[src/rtl/lcd_rx_pkg.sv]
// Shared constants, state enumeration and bus payload for the HD44780 bus receiver.
// The optional busy-flag emulation is enabled by defining LCD_RX_BUSY_EN.
package lcd_rx_pkg;

    localparam int unsigned DATA_W    = 8;
    localparam int unsigned AC_W      = 7;
    localparam int unsigned IDX_W     = 5;
    localparam int unsigned BUF_DEPTH = 32;

    localparam logic [DATA_W-1:0] CMD_CLEAR      = 8'h01;
    localparam logic [DATA_W-1:0] CMD_HOME       = 8'h02;
    localparam logic [DATA_W-1:0] CMD_HOME_MASK  = 8'hFE;
    localparam logic [DATA_W-1:0] CMD_ENTRY      = 8'h04;
    localparam logic [DATA_W-1:0] CMD_ENTRY_MASK = 8'hFC;
    localparam logic [DATA_W-1:0] CMD_DDRAM      = 8'h80;
    localparam logic [DATA_W-1:0] CMD_DDRAM_MASK = 8'h80;

    localparam logic [AC_W-1:0] AC_LINE0_START = 7'h00;
    localparam logic [AC_W-1:0] AC_LINE0_END   = 7'h27;
    localparam logic [AC_W-1:0] AC_LINE1_START = 7'h40;
    localparam logic [AC_W-1:0] AC_LINE1_END   = 7'h67;

    localparam logic [DATA_W-1:0] SPACE    = 8'h20;
    localparam logic [IDX_W-1:0]  IDX_LAST = 5'd31;

    typedef enum logic {
        ST_IDLE  = 1'b0,
        ST_CLEAR = 1'b1
    } state_t;

    typedef struct packed {
        logic              en;
        logic              rs;
        logic              rw;
        logic [DATA_W-1:0] d;
    } lcd_bus_t;

    // DDRAM address step with the two-line wrap (0x27 <-> 0x40, 0x67 <-> 0x00)
    function automatic logic [AC_W-1:0] ac_step(input logic [AC_W-1:0] a, input logic inc);
        logic [AC_W-1:0] r;
        if (inc) begin
            if (a == AC_LINE0_END)      r = AC_LINE1_START;
            else if (a == AC_LINE1_END) r = AC_LINE0_START;
            else                        r = AC_W'(a + AC_W'(1));
        end else begin
            if (a == AC_LINE1_START)      r = AC_LINE0_END;
            else if (a == AC_LINE0_START) r = AC_LINE1_END;
            else                          r = AC_W'(a - AC_W'(1));
        end
        return r;
    endfunction

endpackage

[src/rtl/lcd_rx_sync.sv]
// Two-flop synchronizer for the LCD bus plus EN falling-edge write-strobe detector.
module lcd_rx_sync
    import lcd_rx_pkg::*;
(
    input  logic              clk,
    input  logic              rst,
    input  logic              en,
    input  logic              rs,
    input  logic              rw,
    input  logic [DATA_W-1:0] d,
    output lcd_bus_t          bus,
    output logic              wr_strobe_c
);

    lcd_bus_t meta_q;
    lcd_bus_t bus_q;
    logic     en_prev_q;

    always_ff @(posedge clk) begin
        if (!rst) begin
            meta_q    <= '0;
            bus_q     <= '0;
            en_prev_q <= 1'b0;
        end else begin
            meta_q    <= '{en: en, rs: rs, rw: rw, d: d};
            bus_q     <= meta_q;
            en_prev_q <= bus_q.en;
        end
    end

    assign bus = bus_q;

    // RS and D come from bus_q, the same stage whose EN just fell
    assign wr_strobe_c = en_prev_q & ~bus_q.en & ~bus_q.rw;

endmodule

[src/rtl/lcd_bus_receiver.sv]
// Snoops an HD44780 write bus and mirrors the 2x16 visible characters into a buffer.
// Define LCD_RX_BUSY_EN to add busy-flag emulation (lcd_busy / lcd_q / lcd_q_oe).
module lcd_bus_receiver
    import lcd_rx_pkg::*;
#(
    parameter int unsigned BUSY_CYCLES  = 2000,
    parameter int unsigned CLEAR_CYCLES = 82000
) (
    input  logic              clock_50MHz,
    input  logic              rst,
    input  logic [DATA_W-1:0] LCD_D,
    input  logic              LCD_EN,
    input  logic              LCD_RS,
    input  logic              LCD_RW,
    input  logic [IDX_W-1:0]  rd_addr,
    output logic [DATA_W-1:0] rd_char,
    output logic [AC_W-1:0]   ac,
    output logic              clearing,
    output logic              strobe_err,
    output logic              lcd_busy,
    output logic [DATA_W-1:0] lcd_q,
    output logic              lcd_q_oe
);

    lcd_bus_t sync_bus;
    logic     wr_strobe_c;

    lcd_rx_sync u_sync (
        .clk         (clock_50MHz),
        .rst         (rst),
        .en          (LCD_EN),
        .rs          (LCD_RS),
        .rw          (LCD_RW),
        .d           (LCD_D),
        .bus         (sync_bus),
        .wr_strobe_c (wr_strobe_c)
    );

    state_t            state;
    state_t            state_next;
    logic              dir_inc;
    logic              dir_next;
    logic [AC_W-1:0]   ac_next;
    logic [IDX_W-1:0]  clr_idx;
    logic [IDX_W-1:0]  clr_idx_next;
    logic              err_next;
    logic              mem_we;
    logic [IDX_W-1:0]  mem_idx;
    logic [DATA_W-1:0] mem_wdata;
    logic              accept;
    logic              long_busy;
    logic              busy_now;
    logic [DATA_W-1:0] buffer [BUF_DEPTH];

    // State register: reset parks in CLEAR so the first released clock starts the fill
    always_ff @(posedge clock_50MHz) begin
        if (!rst) state <= ST_CLEAR;
        else      state <= state_next;
    end

    always_comb begin
        state_next = state;
        case (state)
            ST_IDLE: begin
                if (wr_strobe_c && !sync_bus.rs && sync_bus.d == CMD_CLEAR) state_next = ST_CLEAR;
            end
            ST_CLEAR: begin
                if (clr_idx == IDX_LAST) state_next = ST_IDLE;
            end
            default: state_next = ST_IDLE;
        endcase
    end

    // Command / data decode and buffer write port
    always_comb begin
        ac_next      = ac;
        dir_next     = dir_inc;
        clr_idx_next = clr_idx;
        err_next     = strobe_err;
        mem_we       = 1'b0;
        mem_idx      = clr_idx;
        mem_wdata    = SPACE;
        accept       = 1'b0;
        long_busy    = 1'b0;
        case (state)
            ST_CLEAR: begin
                mem_we       = 1'b1;
                clr_idx_next = IDX_W'(clr_idx + IDX_W'(1));
                if (wr_strobe_c) err_next = 1'b1;
            end
            default: begin
                if (wr_strobe_c) begin
                    accept = 1'b1;
                    if (busy_now) err_next = 1'b1;
                    if (sync_bus.rs) begin
                        mem_we    = (ac[5:4] == 2'b00);
                        mem_idx   = {ac[6], ac[3:0]};
                        mem_wdata = sync_bus.d;
                        ac_next   = ac_step(ac, dir_inc);
                    end else if ((sync_bus.d & CMD_DDRAM_MASK) == CMD_DDRAM) begin
                        ac_next = sync_bus.d[AC_W-1:0];
                    end else if ((sync_bus.d & CMD_ENTRY_MASK) == CMD_ENTRY) begin
                        dir_next = sync_bus.d[1];
                    end else if ((sync_bus.d & CMD_HOME_MASK) == CMD_HOME) begin
                        ac_next   = '0;
                        long_busy = 1'b1;
                    end else if (sync_bus.d == CMD_CLEAR) begin
                        ac_next      = '0;
                        dir_next     = 1'b1;
                        clr_idx_next = '0;
                        long_busy    = 1'b1;
                    end
                end
            end
        endcase
    end

    always_ff @(posedge clock_50MHz) begin
        if (!rst) begin
            ac         <= '0;
            dir_inc    <= 1'b1;
            clr_idx    <= '0;
            clearing   <= 1'b1;
            strobe_err <= 1'b0;
            rd_char    <= '0;
        end else begin
            ac         <= ac_next;
            dir_inc    <= dir_next;
            clr_idx    <= clr_idx_next;
            clearing   <= (state_next == ST_CLEAR);
            strobe_err <= err_next;
            rd_char    <= buffer[rd_addr];
        end
    end

    // Character RAM: read-before-write, so a same-cycle collision returns the old value
    always_ff @(posedge clock_50MHz) begin
        if (rst && mem_we) buffer[mem_idx] <= mem_wdata;
    end

`ifdef LCD_RX_BUSY_EN
    localparam int unsigned CNT_MAX = (CLEAR_CYCLES > BUSY_CYCLES) ? CLEAR_CYCLES : BUSY_CYCLES;
    localparam int unsigned CNT_W   = $clog2(CNT_MAX + 1);

    logic [CNT_W-1:0] busy_cnt;
    logic [CNT_W-1:0] busy_cnt_next;
    logic             busy_next;

    always_comb begin
        busy_cnt_next = (busy_cnt != '0) ? CNT_W'(busy_cnt - CNT_W'(1)) : '0;
        if (accept) busy_cnt_next = long_busy ? CNT_W'(CLEAR_CYCLES) : CNT_W'(BUSY_CYCLES);
        busy_next = (busy_cnt_next != '0);
    end

    assign busy_now = lcd_busy;

    always_ff @(posedge clock_50MHz) begin
        if (!rst) begin
            busy_cnt <= '0;
            lcd_busy <= 1'b0;
            lcd_q    <= '0;
            lcd_q_oe <= 1'b0;
        end else begin
            busy_cnt <= busy_cnt_next;
            lcd_busy <= busy_next;
            lcd_q_oe <= sync_bus.en & sync_bus.rw;
            lcd_q    <= (sync_bus.en && sync_bus.rw) ? {busy_next, ac_next} : '0;
        end
    end
`else
    logic unused_cfg;

    assign busy_now   = 1'b0;
    assign lcd_busy   = 1'b0;
    assign lcd_q      = '0;
    assign lcd_q_oe   = 1'b0;
    assign unused_cfg = ^{accept, long_busy, sync_bus.en, sync_bus.rw,
                          (BUSY_CYCLES == 0), (CLEAR_CYCLES == 0)};
`endif

endmodule

[config.mk]
export PLATFORM = sky130hd
export DESIGN_NAME = lcd_bus_receiver
export DESIGN_NICKNAME = d
export VERILOG_FILES = /design/src/rtl/lcd_rx_pkg.sv /design/src/rtl/lcd_rx_sync.sv /design/src/rtl/lcd_bus_receiver.sv
export SDC_FILE = /design/constraint.sdc
export NUM_CORES = 1
export LEC_CHECK = 0
export CORE_UTILIZATION = 25
export CTS_BUF_LIST = sky130_fd_sc_hd__clkbuf_8 sky130_fd_sc_hd__clkbuf_16
export DETAILED_ROUTE_END_ITERATION = 8
export GPL_TIMING_DRIVEN = 0
export PLACE_DENSITY_LB_ADDON = 0.15
export SYNTH_ARGS = -nofsm -noshare
export SYNTH_HDL_FRONTEND = slang
export SYNTH_SLANG_ARGS = --single-unit
[constraint.sdc]
create_clock -name clock_50MHz -period 2.4 [get_ports clock_50MHz]
set_clock_uncertainty 0.05 [all_clocks]
set_input_delay 0.36 -clock clock_50MHz [delete_from_list [all_inputs] [get_ports clock_50MHz]]
set_output_delay 0.36 -clock clock_50MHz [all_outputs]
set_load 0.01 [all_outputs]
==> After elaboration in Yosys (flattened, before gate mapping) <==
Memory sizes are Yosys's and may differ from the RTL's. A register that Yosys moved wholly into a read port is not among the register bits.
Index checks and enable logic that the tools add are counted.
{ "totals": {"latchBits": 0, "n_memories": 1, "ram_bits": 256, "reg_bits": 38, "input_bits": 18, "romBits": 0} }
{ "mem_list": {"columns": ["name", "depth", "word_bits", "read_ports", "rd_clocked_by_memory_dff", "write_ports", "line_no", "rtl"], "rows": [
  ["buffer", 32, 8, 1, 1, 1, "lcd_bus_receiver.sv:53", "logic [DATA_W-1:0] buffer [BUF_DEPTH];"]
]} }
{ "classes": {"n_mul": 0, "eq_ne": 13, "reduce_logical": 15, "bitwise": 7, "muxes": 34, "shifts": 0, "n_addsub": 3, "n_lt_le_gt_ge": 0, "div": 0} }
{ "ops": {"columns": ["cell", "count"], "rows": [
  ["$mux 7", 10],
  ["$mux 5", 10],
  ["$mux 8", 3],
  ["$eq 7x7->1 const B", 2],
  ["$reduce_and 6->1", 2],
  ["$mux 1", 10],
  ["$ne 2x2->1 const B", 5],
  ["$eq 8x1->1 const B", 1],
  ["$add 7x1->7 const B", 1],
  ["$eq 7x1->1 const B", 1],
  ["$eq 7x6->1 const B", 1],
  ["$logic_not 7->1", 1],
  ["$sub 7x1->7 const B", 1],
  ["$eq 6x1->1 const B", 1],
  ["$reduce_bool 2->1", 3],
  ["$add 5x1->5 const B", 1],
  ["$eq 5x5->1 const B", 1],
  ["$not 1->1", 5],
  ["$reduce_and 4->1", 1],
  ["$reduce_bool 4->1", 1],
  ["$logic_and 1x1->1", 3],
  ["$ne 3x1->1 const B", 1],
  ["$and 1x1->1", 2],
  ["$logic_not 1->1", 2],
  ["other kinds (3)", 3]
]} }

==> Longest topological paths before layout <==
Gate-level depths: netlist of the first run.
{ "depth": {"ltp_word": 8, "depth_mapped": 8, "mapped_depth_nobuf": 7} }

==> Modules after synthesis <==
Synthesis of the first run repeated with hierarchy kept, for this count alone.
{ "unflattened": {"hier_cells": 725, "area_unflattened_um2": 12117.9} }
{ "by_module_without_submodules": {"columns": ["mod", "cells_per_inst", "area_each_um2", "n_inst"], "rows": [
  ["lcd_bus_receiver", 676, 11462.2, 1],
  ["lcd_rx_sync", 49, 655.6, 1]
]} }

==> Least setup slack after synthesis of the first run <==
No wires, ideal clock.
{ "synth_timing": {"kind": "register to register", "from": "register, netlist name clearing", "to": "memory buffer[0][2] (data pin)", "t_required_ns": 1.905, "path_buffers": 1, "path_slack_ns": 0.025, "arrival_time_ns": 1.880, "synth_period_minus_slack_ns": 2.375, "path_stages_with_launch": 3, "cell_sequence": "dfxtp_1 clkbuf_1 nor3_1"} }
{ "synth_lines": {"columns": ["element", "line_no"], "rows": [
  ["end: declaration", "lcd_bus_receiver.sv:53"]
]} }

==> Final worst setup path of the first run <==
{ "layout_timing": {"from": "register u_sync.en_prev_q", "to": "memory buffer[19][4], enable pin"} }
{ "layout_via": {"elab_chain_cells": 7} }
{ "layout_rtl": {"columns": ["element", "line_no", "rtl"], "rows": [
  ["start: declaration", "lcd_rx_sync.sv:17", "logic en_prev_q;"],
  ["start signal: assignment", "lcd_rx_sync.sv:27", "en_prev_q <= bus_q.en;"],
  ["$and 1x1->1 (*) (2 in a row)", "lcd_rx_sync.sv:34", "assign wr_strobe_c = en_prev_q & ~bus_q.en & ~bus_q.rw;"],
  ["$mux 1", "lcd_bus_receiver.sv:92", "if (wr_strobe_c) begin"],
  ["$mux 1", "lcd_bus_receiver.sv:85", "case (state)"],
  ["$logic_and 1x1->1", "lcd_bus_receiver.sv:138", "if (rst && mem_we) buffer[mem_idx] <= mem_wdata;"],
  ["$mux 1", "lcd_bus_receiver.sv:138", null],
  ["$mux 1 (implied by the code)", "lcd_bus_receiver.sv:138", null]
]} }
Mark *: on every way between the ends. The rest lies on a longest branch, timed or not.

==> flow_summary_export.csv, run 1 <==
group,metric,value,unit
layout,layout.nets,836,
synth,synthesis.area,12300,um^2
layout,syn2layout_area_growth,26.1,%
layout,multiInputGateArea,3720,um^2
global_route,grt_antenna_before_repair,0,
timing,hold_viol,0,
clock_network,cts_hold_buf,0,
layout,final-instance-count-excl-fill,1453,
power,pwr_density_cell,739,nW/um^2
synth,syn-instance-count,701,
routing,wl_met1,14.8,mm
routing,totalWireLength,31.0,mm
clock_network,cts_root_buf,"clkbuf_16",
setup_path,crit_fanout,8,
setup_path,crit_chain,"nor4bb_4 > buf_4 > nand3_2 > a211oi_4 > nand2_4 > nor2_4 > buf_12",
setup_path,cp_data_arrival_time,2470,ps
global_route,overflow,0,
routing,dr_wl_met3,979,um
clock_network,clockBufferDepth,3,
setup_path,max_stage_delay,390,ps
setup_path,cp-start-kind,"flop",
routing,viasPerCell,4.58,
floorplanning,die_x,223,um
synth,synth_area_per_cell,17.5,um^2
power,total_power,0.0114,W
power,leakage,5.24,nW
timing,period_needed,2310,ps
placement,dpl.cell_count,1359,
layout,seq_area,8610,um^2
synth,synth_warnings,0,
clock_network,clock_sinks,302,
floorplanning,io-pin-count,45,
routing,num_vias,6658,
layout,drive_gt1_share,30.2,%
flow_run,maxCapViolCount,0,
clock_network,cts_tree,"built",
min_path,hold_path_class,"reg -> reg",
routing,drt_iter0_drc,399,
setup_path,critPathSlowestCell,"a211oi_4",
clock_network,path_clk_slew,60,ps
routing,first_pass_iters,5,
power,ir_worst_vdd,0.356,mV
global_route,grt_max_degree,33,
layout,layout.cells.most_common,"edfxtp_1",
synth,synth_cell_types,61,
outcome,status,"finished, final reports clean",
timing,setup_viol_count_final,0,
clock_network,insertion_delay,500,ps
routing,antenna_left,0,
routing,wire_per_inst,21.3,um
timing,rsz0062_at_grt,"true",
setup_path,path_class,"reg -> reg",
global_route,grt_pass1_vias,6797,
floorplanning,die_area,49900,um^2
routing,drc_errors,0,
placement,post-dp-hpwl,19.8,mm
global_route,grt_pass1_wl,45.8,mm
setup_path,end_kind,"flop",
floorplanning,core,48000,um^2
layout,fill_cells,4707,
placement,io_buffers,32,
synth,synth_edf_count,256,
layout,diodes,0,
timing,fmax,433,MHz
placement,gp_congestion,0.772,
clock_network,htreeDepth,2,
timing,fin_crit_sh,96.2,%
floorplanning,start_util,25.5,%
synth,ys.flop_type,"edfxtp_1",
synth,ys_seq_area_share,70.3,%
synth,ys_ff_latch,302,
synth,ys_async_sr_fraction,0,%
timing,slew_viol_final,0,
timing,tightest_slew,1270,ps
clock_network,cts_buffers,35,
layout,layout_common_cells,"edfxtp_1, dfxtp_1, mux4_2",
routing,met2_length,14.5,mm
floorplanning,row_count,80,
floorplanning,dieHeight,223,um
setup_path,critical_path_required,2570,ps
routing,topRoutingLayerUsed,"met4",
global_route,grtUsageTotal,12.6,%
timing,maxSlewHeadroom,15.4,%
==> synthesized netlist by cell type (4+ instances only) <==
| cell | count | share of area (%) |
|---|---|---|
| buf_2 | 13 | 0.53 |
| o221ai_1 | 9 | 0.64 |
| and3_1 | 9 | 0.46 |
| a31oi_1 | 16 | 0.82 |
| ha_1 | 4 | 0.41 |
| clkbuf_1 | 20 | 0.61 |
| dfxtp_1 | 46 | 7.5 |
| nand3_1 | 7 | 0.29 |
| a211oi_1 | 4 | 0.25 |
| nor2_1 | 54 | 1.7 |
| inv_1 | 9 | 0.28 |
| a22oi_1 | 9 | 0.55 |
| nor3_1 | 8 | 0.33 |
| edfxtp_1 | 256 | 63 |
| mux2_2 | 21 | 1.9 |
| buf_6 | 6 | 0.55 |
| nor2b_1 | 4 | 0.20 |
| a21oi_1 | 10 | 0.41 |
| nand2_1 | 17 | 0.52 |
| buf_4 | 12 | 0.74 |
| nor3b_1 | 5 | 0.31 |
| mux4_1 | 22 | 4.7 |
| mux4_2 | 42 | 7.7 |
| nand2b_1 | 5 | 0.26 |
| mux2i_1 | 6 | 0.49 |
| and2_1 | 25 | 1.3 |
| o21ai_0 | 10 | 0.41 |
==> report_power, final <==
group | total (W) | switching [W] | leakage (nW) | internal [W]
registers | 0.00569 | 0.0000243 | 2.89 | 0.00567
logic | 0.000527 | 0.000284 | 1.77 | 0.000243
clock network | 0.00520 | 0.00206 | 0.591 | 0.00315
==> path summary, 6_finish.rpt <==
check | start | end | slack [ps] | cells after the start
worst max-delay path | u_sync.en_prev_q | buffer[19][4] | 90 | 7
worst min-delay path | u_sync.meta_q[4] | u_sync.bus[4] | 380 | 1
worst max register to register | u_sync.en_prev_q | buffer[19][4] | 90 | 7
worst min register to register | u_sync.meta_q[4] | u_sync.bus[4] | 380 | 1
==> worst max-delay path: cells and delay by family, from the launching register on <==
kind / cells / cell delay, ps
AOI/OAI and AO/OA: 1 / 390
and+or+nand+nor: 4 / 890
DFF: 1 / 370
buffers and inverters: 2 / 330
==> metrics by stage <==
step / setup WS [ps] / TNS (ps) / area (um^2) / utilization, % / hold slack (ps)
after floorplan: 25.1 / 0 / 12300 / - / 362
after global placement: -2020 / -212000 / 13400 / 27.8 / 366
after detailed placement: -689 / -142760 / 13400 / 27.9 / 370
after CTS: 18.4 / 0 / 15300 / 31.8 / 364
after global routing: -34.8 / -302 / 15400 / 32.2 / 376
final: 92.0 / 0 / 15400 / 32.2 / 381
==> final cells by class <==
type                       instances  area share (%)
inverter                           9           0.219
buffer                            55            2.18
clock inverter                    18           0.875
timing repair buffer              67            5.47
tap                              615            4.98
sequential                       302            55.7
clock buffer                      43            6.45
multi-input combinational        344            24.1
==> layer usage <==
metal | GRT usage, % | vias to the layer above
li1 | - | 3023
met1 | 17.6 | 3459
met2 | 20.1 | 127
met3 | 2.02 | 49
met4 | 3.54 | 0
met5 | 0 | -
==> flip-flops by register name, summed over array words and instances, names as in the netlist <==
name / cells
ac: 7
buffer: 256
rd_char: 8
u_sync.en_prev_q: 1
clearing: 1
u_sync.meta_q: 11
clr_idx: 5
dir_inc: 1
strobe_err: 1
u_sync.bus: 11
==> kinds of logic after synthesis <==
group | Yosys count | share of synthesized area [%]
fa+ha+maj | 4 | 0.409
xor+xnor | 5 | 0.357
compound gates | 79 | 4.54
simple gates | 155 | 6.68
flops | 302 | 70.3
mux | 91 | 14.9
other cells | 1 | 0.0306
buf+inv | 64 | 2.86
==> what timing repair did <==
action	in CTS	in global routing
gates cloned	0	1
pin swaps	22	3
endpoints found under the setup margin	380	215
resized for setup	88	19
buffers inserted	27	5
Note: power is estimated with default switching activity, not from simulation.
==> inputs of run 2 (changes only) <==
- CORE_UTILIZATION: 25 -> 55
==> flow_summary_export.csv, run 2 (synthesis results as in run 1) <==
group,metric,value,unit
outcome,status,"finished, final reports clean",
routing,drt_iter0_drc,696,
timing,rsz0062_at_grt,"true",
placement,gp_congestion,0.890,
flow_run,maxCapViolCount,0,
clock_network,cts_buffers,30,
power,p_comb_share,4.6,%
power,ir_worst_vdd,0.482,mV
power,pwr_density_cell,751,nW/um^2
timing,fin_crit_sh,96.6,%
floorplanning,die_x,151,um
floorplanning,start_util,56.1,%
routing,num_vias,6789,
power,swShare,20.0,%
setup_path,cp_data_arrival_time,2450,ps
power,leakage,5.03,nW
placement,placed_area,13000,um^2
layout,layout.nets,814,
clock_network,cts_hold_buf,0,
timing,fmax,431,MHz
power,p_int,0.00876,W
clock_network,clock_sinks,302,
clock_network,insertion_delay,550,ps
setup_path,crit_family,"simple AND/OR/NAND/NOR gates",
layout,diodes,0,
floorplanning,io-pin-count,45,
routing,viasPerCell,6.19,
setup_path,crit_chain,"nor4bb_2 > buf_4 > nand3_2 > a211o_1 > nor2_2",
setup_path,critPathSlowestCell,"nor2_2",
timing,hold_viol,0,
layout,largest_reg_flops,256,
timing,period_needed,2320,ps
floorplanning,row_count,54,
global_route,grtUsageTotal,24.4,%
power,total_power,0.0109,W
layout,design_area,14600,um^2
setup_path,path_depth,5,
floorplanning,dieHeight,151,um
routing,totalWireLength,26.8,mm
routing,antenna_left,0,
layout,drive_gt1_share,27.0,%
setup_path,ff2ff_path_depth,5,
setup_path,max_stage_delay,450,ps
timing,maxSlewHeadroom,22.2,%
layout,multiInputGateArea,3690,um^2
setup_path,critical_path_required,2530,ps
placement,io_buffers,32,
placement,post-dp-hpwl,16.9,mm
timing,setup_viol_count_final,0,
clock_network,path_clk_slew,60,ps
power,netSwitchingPower,0.00219,W
routing,wire_per_inst,24.5,um
layout,regMostFlops,"buffer",
setup_path,path_class,"reg -> reg",
clock_network,cts_root_buf,"clkbuf_16",
clock_network,cts_tree,"built",
floorplanning,core,21800,um^2
clock_network,htreeDepth,1,
routing,drc_errors,0,
timing,setup_ws,82.3,ps
min_path,hold_depth,2,
global_route,grt_pass1_vias,6939,
timing,slew_viol_final,0,
layout,utilization,66.8,%
layout,syn2layout_area_growth,19.1,%
floorplanning,die_area,22900,um^2
min_path,hold_path_class,"in -> reg",
global_route,grt_antenna_before_repair,0,
timing,tightest_slew,1170,ps
layout,fill_cells,1438,
global_route,grt_pass1_wl,40.3,mm
global_route,grt_max_degree,33,
power,seq_power_share,52.0,%
timing,whs,347,ps
layout,layout_common_cells,"edfxtp_1, dfxtp_1, mux4_2",
setup_path,crit_fanout,9,
global_route,overflow,0,
setup_path,end_kind,"flop",
routing,first_pass_iters,7,
layout,seq_area,8610,um^2
power,clkPwrFrac,43.4,%
setup_path,path_buf_inv,1,
clock_network,clockBufferDepth,3,
placement,dp_slack,-517,ps
setup_path,cp-start-kind,"flop",
layout,layout.cells.most_common,"edfxtp_1",
-- run 2: final timing paths --
| check | endpoint | slack [ps] | startpoint |
|---|---|---|---|
| worst max-delay path | buffer[7][1] | 80 | u_sync.en_prev_q |
| worst min-delay path | u_sync.meta_q[3] | 350 | LCD_D[3] |
| worst min register to register | u_sync.bus[10] | 380 | u_sync.meta_q[10] |
| worst max register to register | buffer[7][1] | 80 | u_sync.en_prev_q |
-- run 2: metal layers --
layer,wire (um),global-route usage (%)
met5,0,0
met4,936,10.0
met3,1880,3.80
met2,13200,39.1
met1,10800,33.6
-- run 2: worst reg2reg max path, cell delays in order, from the launching register on --
cell and delay, ps:
dfxtp_2 370, nor4bb_2 290, buf_4 200, nand3_2 150, a211o_1 440, nor2_2 450
-- run 2: power groups by stage --
stage	Clock, W	Sequential, W	Combinational (W)
floorplan	0	0.00580	0.000292
global placement	0	0.00580	0.000442
detailed placement	0	0.00580	0.000449
CTS	0.00481	0.00569	0.000492
global route	0.00501	0.00569	0.000533
finish	0.00475	0.00569	0.000503
-- run 2: timing repair --
item | in CTS | in global routing
endpoints found under the setup margin | 288 | 336
pin swaps | 9 | 2
setup buffers | 17 | 0
resized for setup | 77 | 21
-- run 2: area by class of cell --
cell class | count | share of cell area [%]
Multi-Input combinational cell | 344 | 25.3
Inverter | 9 | 0.232
Tap cell | 280 | 2.40
Sequential cell | 302 | 59.0
Buffer | 55 | 2.25
Timing Repair Buffer | 50 | 3.66
Clock inverter | 19 | 0.926
Clock buffer | 37 | 6.19
-- run 2: metrics by stage --
step           instances  setup TNS (ps)
2_1_floorplan        710               0
3_3_place_gp        1022         -119670
3_5_place_dp        1023          -91750
4_1_cts             1096           -3270
5_1_grt             1096           -75.4
6_report            1096               0
==> inputs of run 3 (changes only) <==
--- a/constraint.sdc
+++ b/constraint.sdc
@@ -3,3 +3,3 @@
 set_input_delay 0.36 -clock clock_50MHz [delete_from_list [all_inputs] [get_ports clock_50MHz]]
 set_output_delay 0.36 -clock clock_50MHz [all_outputs]
-set_load 0.01 [all_outputs]
+set_load 0.05 [all_outputs]
==> flow_summary_export.csv, run 3 (synthesis results as in run 1) <==
group,metric,value,unit
outcome,status,"finished, final reports clean",
timing,fmax,432,MHz
setup_path,cp_data_arrival_time,2490,ps
timing,hold_viol,0,
routing,totalWireLength,26.6,mm
power,ir_worst_vdd,0.568,mV
setup_path,cp-start-kind,"flop",
power,pwr_density_cell,734,nW/um^2
floorplanning,dieHeight,151,um
placement,io_buffers,32,
min_path,hold_path_class,"in -> reg",
global_route,met1_usage,33.2,%
layout,layout.cells.most_common,"edfxtp_1",
layout,largest_reg_flops,256,
floorplanning,die_x,151,um
setup_path,critical_path_required,2580,ps
global_route,grtUsageTotal,24.0,%
routing,viasPerCell,6.17,
setup_path,path_class,"reg -> reg",
timing,setup_viol_count_final,0,
layout,diodes,0,
timing,tightest_slew,1220,ps
power,leakage,5.04,nW
global_route,grt_pass1_vias,6647,
global_route,use_met3,3.37,%
clock_network,cts_root_buf,"clkbuf_16",
layout,design_area,14600,um^2
global_route,grt_antenna_before_repair,1,
timing,fin_crit_sh,96.4,%
timing,maxSlewHeadroom,18.6,%
clock_network,clock_sinks,302,
layout,layout_common_cells,"edfxtp_1, dfxtp_1, mux4_2",
routing,wire_per_inst,24.1,um
clock_network,insertion_delay,550,ps
flow_run,maxCapViolCount,0,
routing,first_pass_iters,5,
setup_path,crit_fanout,8,
placement,placed_area,13000,um^2
global_route,overflow,0,
layout,layout.nets,822,
routing,drt_iter0_drc,677,
floorplanning,core,21800,um^2
floorplanning,die_area,22900,um^2
global_route,grt_pass1_wl,39.3,mm
placement,post-dp-hpwl,16.7,mm
timing,period_needed,2310,ps
clock_network,clockBufferDepth,3,
layout,syn2layout_area_growth,19.3,%
routing,drc_errors,0,
routing,antenna_left,0,
clock_network,path_clk_slew,60,ps
floorplanning,io-pin-count,45,
layout,regMostFlops,"buffer",
routing,num_vias,6800,
floorplanning,row_count,54,
placement,dp_slack,-592,ps
setup_path,end_kind,"flop",
clock_network,cts_hold_buf,0,
global_route,grt.busiest_layer,"met2",
timing,whs,343,ps
timing,slew_viol_final,0,
placement,gp_congestion,0.893,
power,total_power,0.0107,W
timing,setup_ws,85.5,ps
clock_network,cts_buffers,30,
layout,fill_cells,1490,
floorplanning,start_util,56.1,%
clock_network,htreeDepth,1,
layout,drive_gt1_share,27.9,%
global_route,grt_max_degree,33,
clock_network,cts_tree,"built",
global_route,grtUsageMet2,39.4,%
==> run 3: changes by cell type in the layout (fill, tap and decap cells not counted), sizes merged, moves of 4 or more <==
cell,change
clkinv,+4
buf,+7
clkinvlp,+4
clkbuf,-7
inv,-4
==> run 3: power breakdown <==
part	switching, W	internal [W]	total [W]	leakage (nW)
logic	0.000329	0.000239	0.000568	1.69
clock network	0.00189	0.00259	0.00447	0.471
registers	0.0000260	0.00567	0.00569	2.89
==> run 3: routing by layer <==
layer  wire length (um)  vias up
met5                 13        -
met4                589        2
met3               1840       50
met2              13100      323
met1              11000     3439
li1                   -     2986
==> run 3: worst paths after layout <==
check,startpoint,endpoint,slack [ps],cells after the start
max,u_sync.bus[8],buffer[26][5],90,7
min,LCD_D[4],u_sync.meta_q[4],340,2
max reg2reg,u_sync.bus[8],buffer[26][5],90,7
min reg2reg,u_sync.meta_q[2],u_sync.bus[2],380,1
==> run 3: area by class of cell <==
| class | count | area (um^2) | area share (%) |
|---|---|---|---|
| Multi-Input combinational cell | 344 | 3690 | 25.2 |
| Sequential cell | 302 | 8610 | 58.9 |
| Clock buffer | 30 | 751 | 5.14 |
| Clock inverter | 24 | 201 | 1.38 |
| Timing Repair Buffer | 58 | 652 | 4.46 |
| Buffer | 55 | 328 | 2.24 |
| Inverter | 9 | 33.8 | 0.231 |
| Tap cell | 280 | 350 | 2.40 |
==> run 3: worst max-delay path: stages (launching register included) <==
cell and delay [ps]:
dfxtp_1 370, nor4bb_4 330, buf_4 190, nand3_2 150, a211oi_4 350, nand2b_2 120
buf_12 170, nor2_4 270
==> run 3: per-stage QoR <==
stage | instances | setup TNS [ps] | utilization [%]
2_1_floorplan | 710 | 0 | -
3_3_place_gp | 1022 | -82240 | 59.4
3_5_place_dp | 1023 | -111170 | 59.5
4_1_cts | 1096 | -1360 | 66.3
5_1_grt | 1102 | -0.806 | 67.0
6_report | 1102 | 0 | 67.0
==> run 3: what timing repair did <==
| action | in CTS | in global routing |
|---|---|---|
| pin swaps | 12 | 9 |
| resized for setup | 80 | 18 |
| endpoints found under the setup margin | 384 | 286 |
| setup buffers | 19 | 5 |
| gates cloned | 0 | 1 |
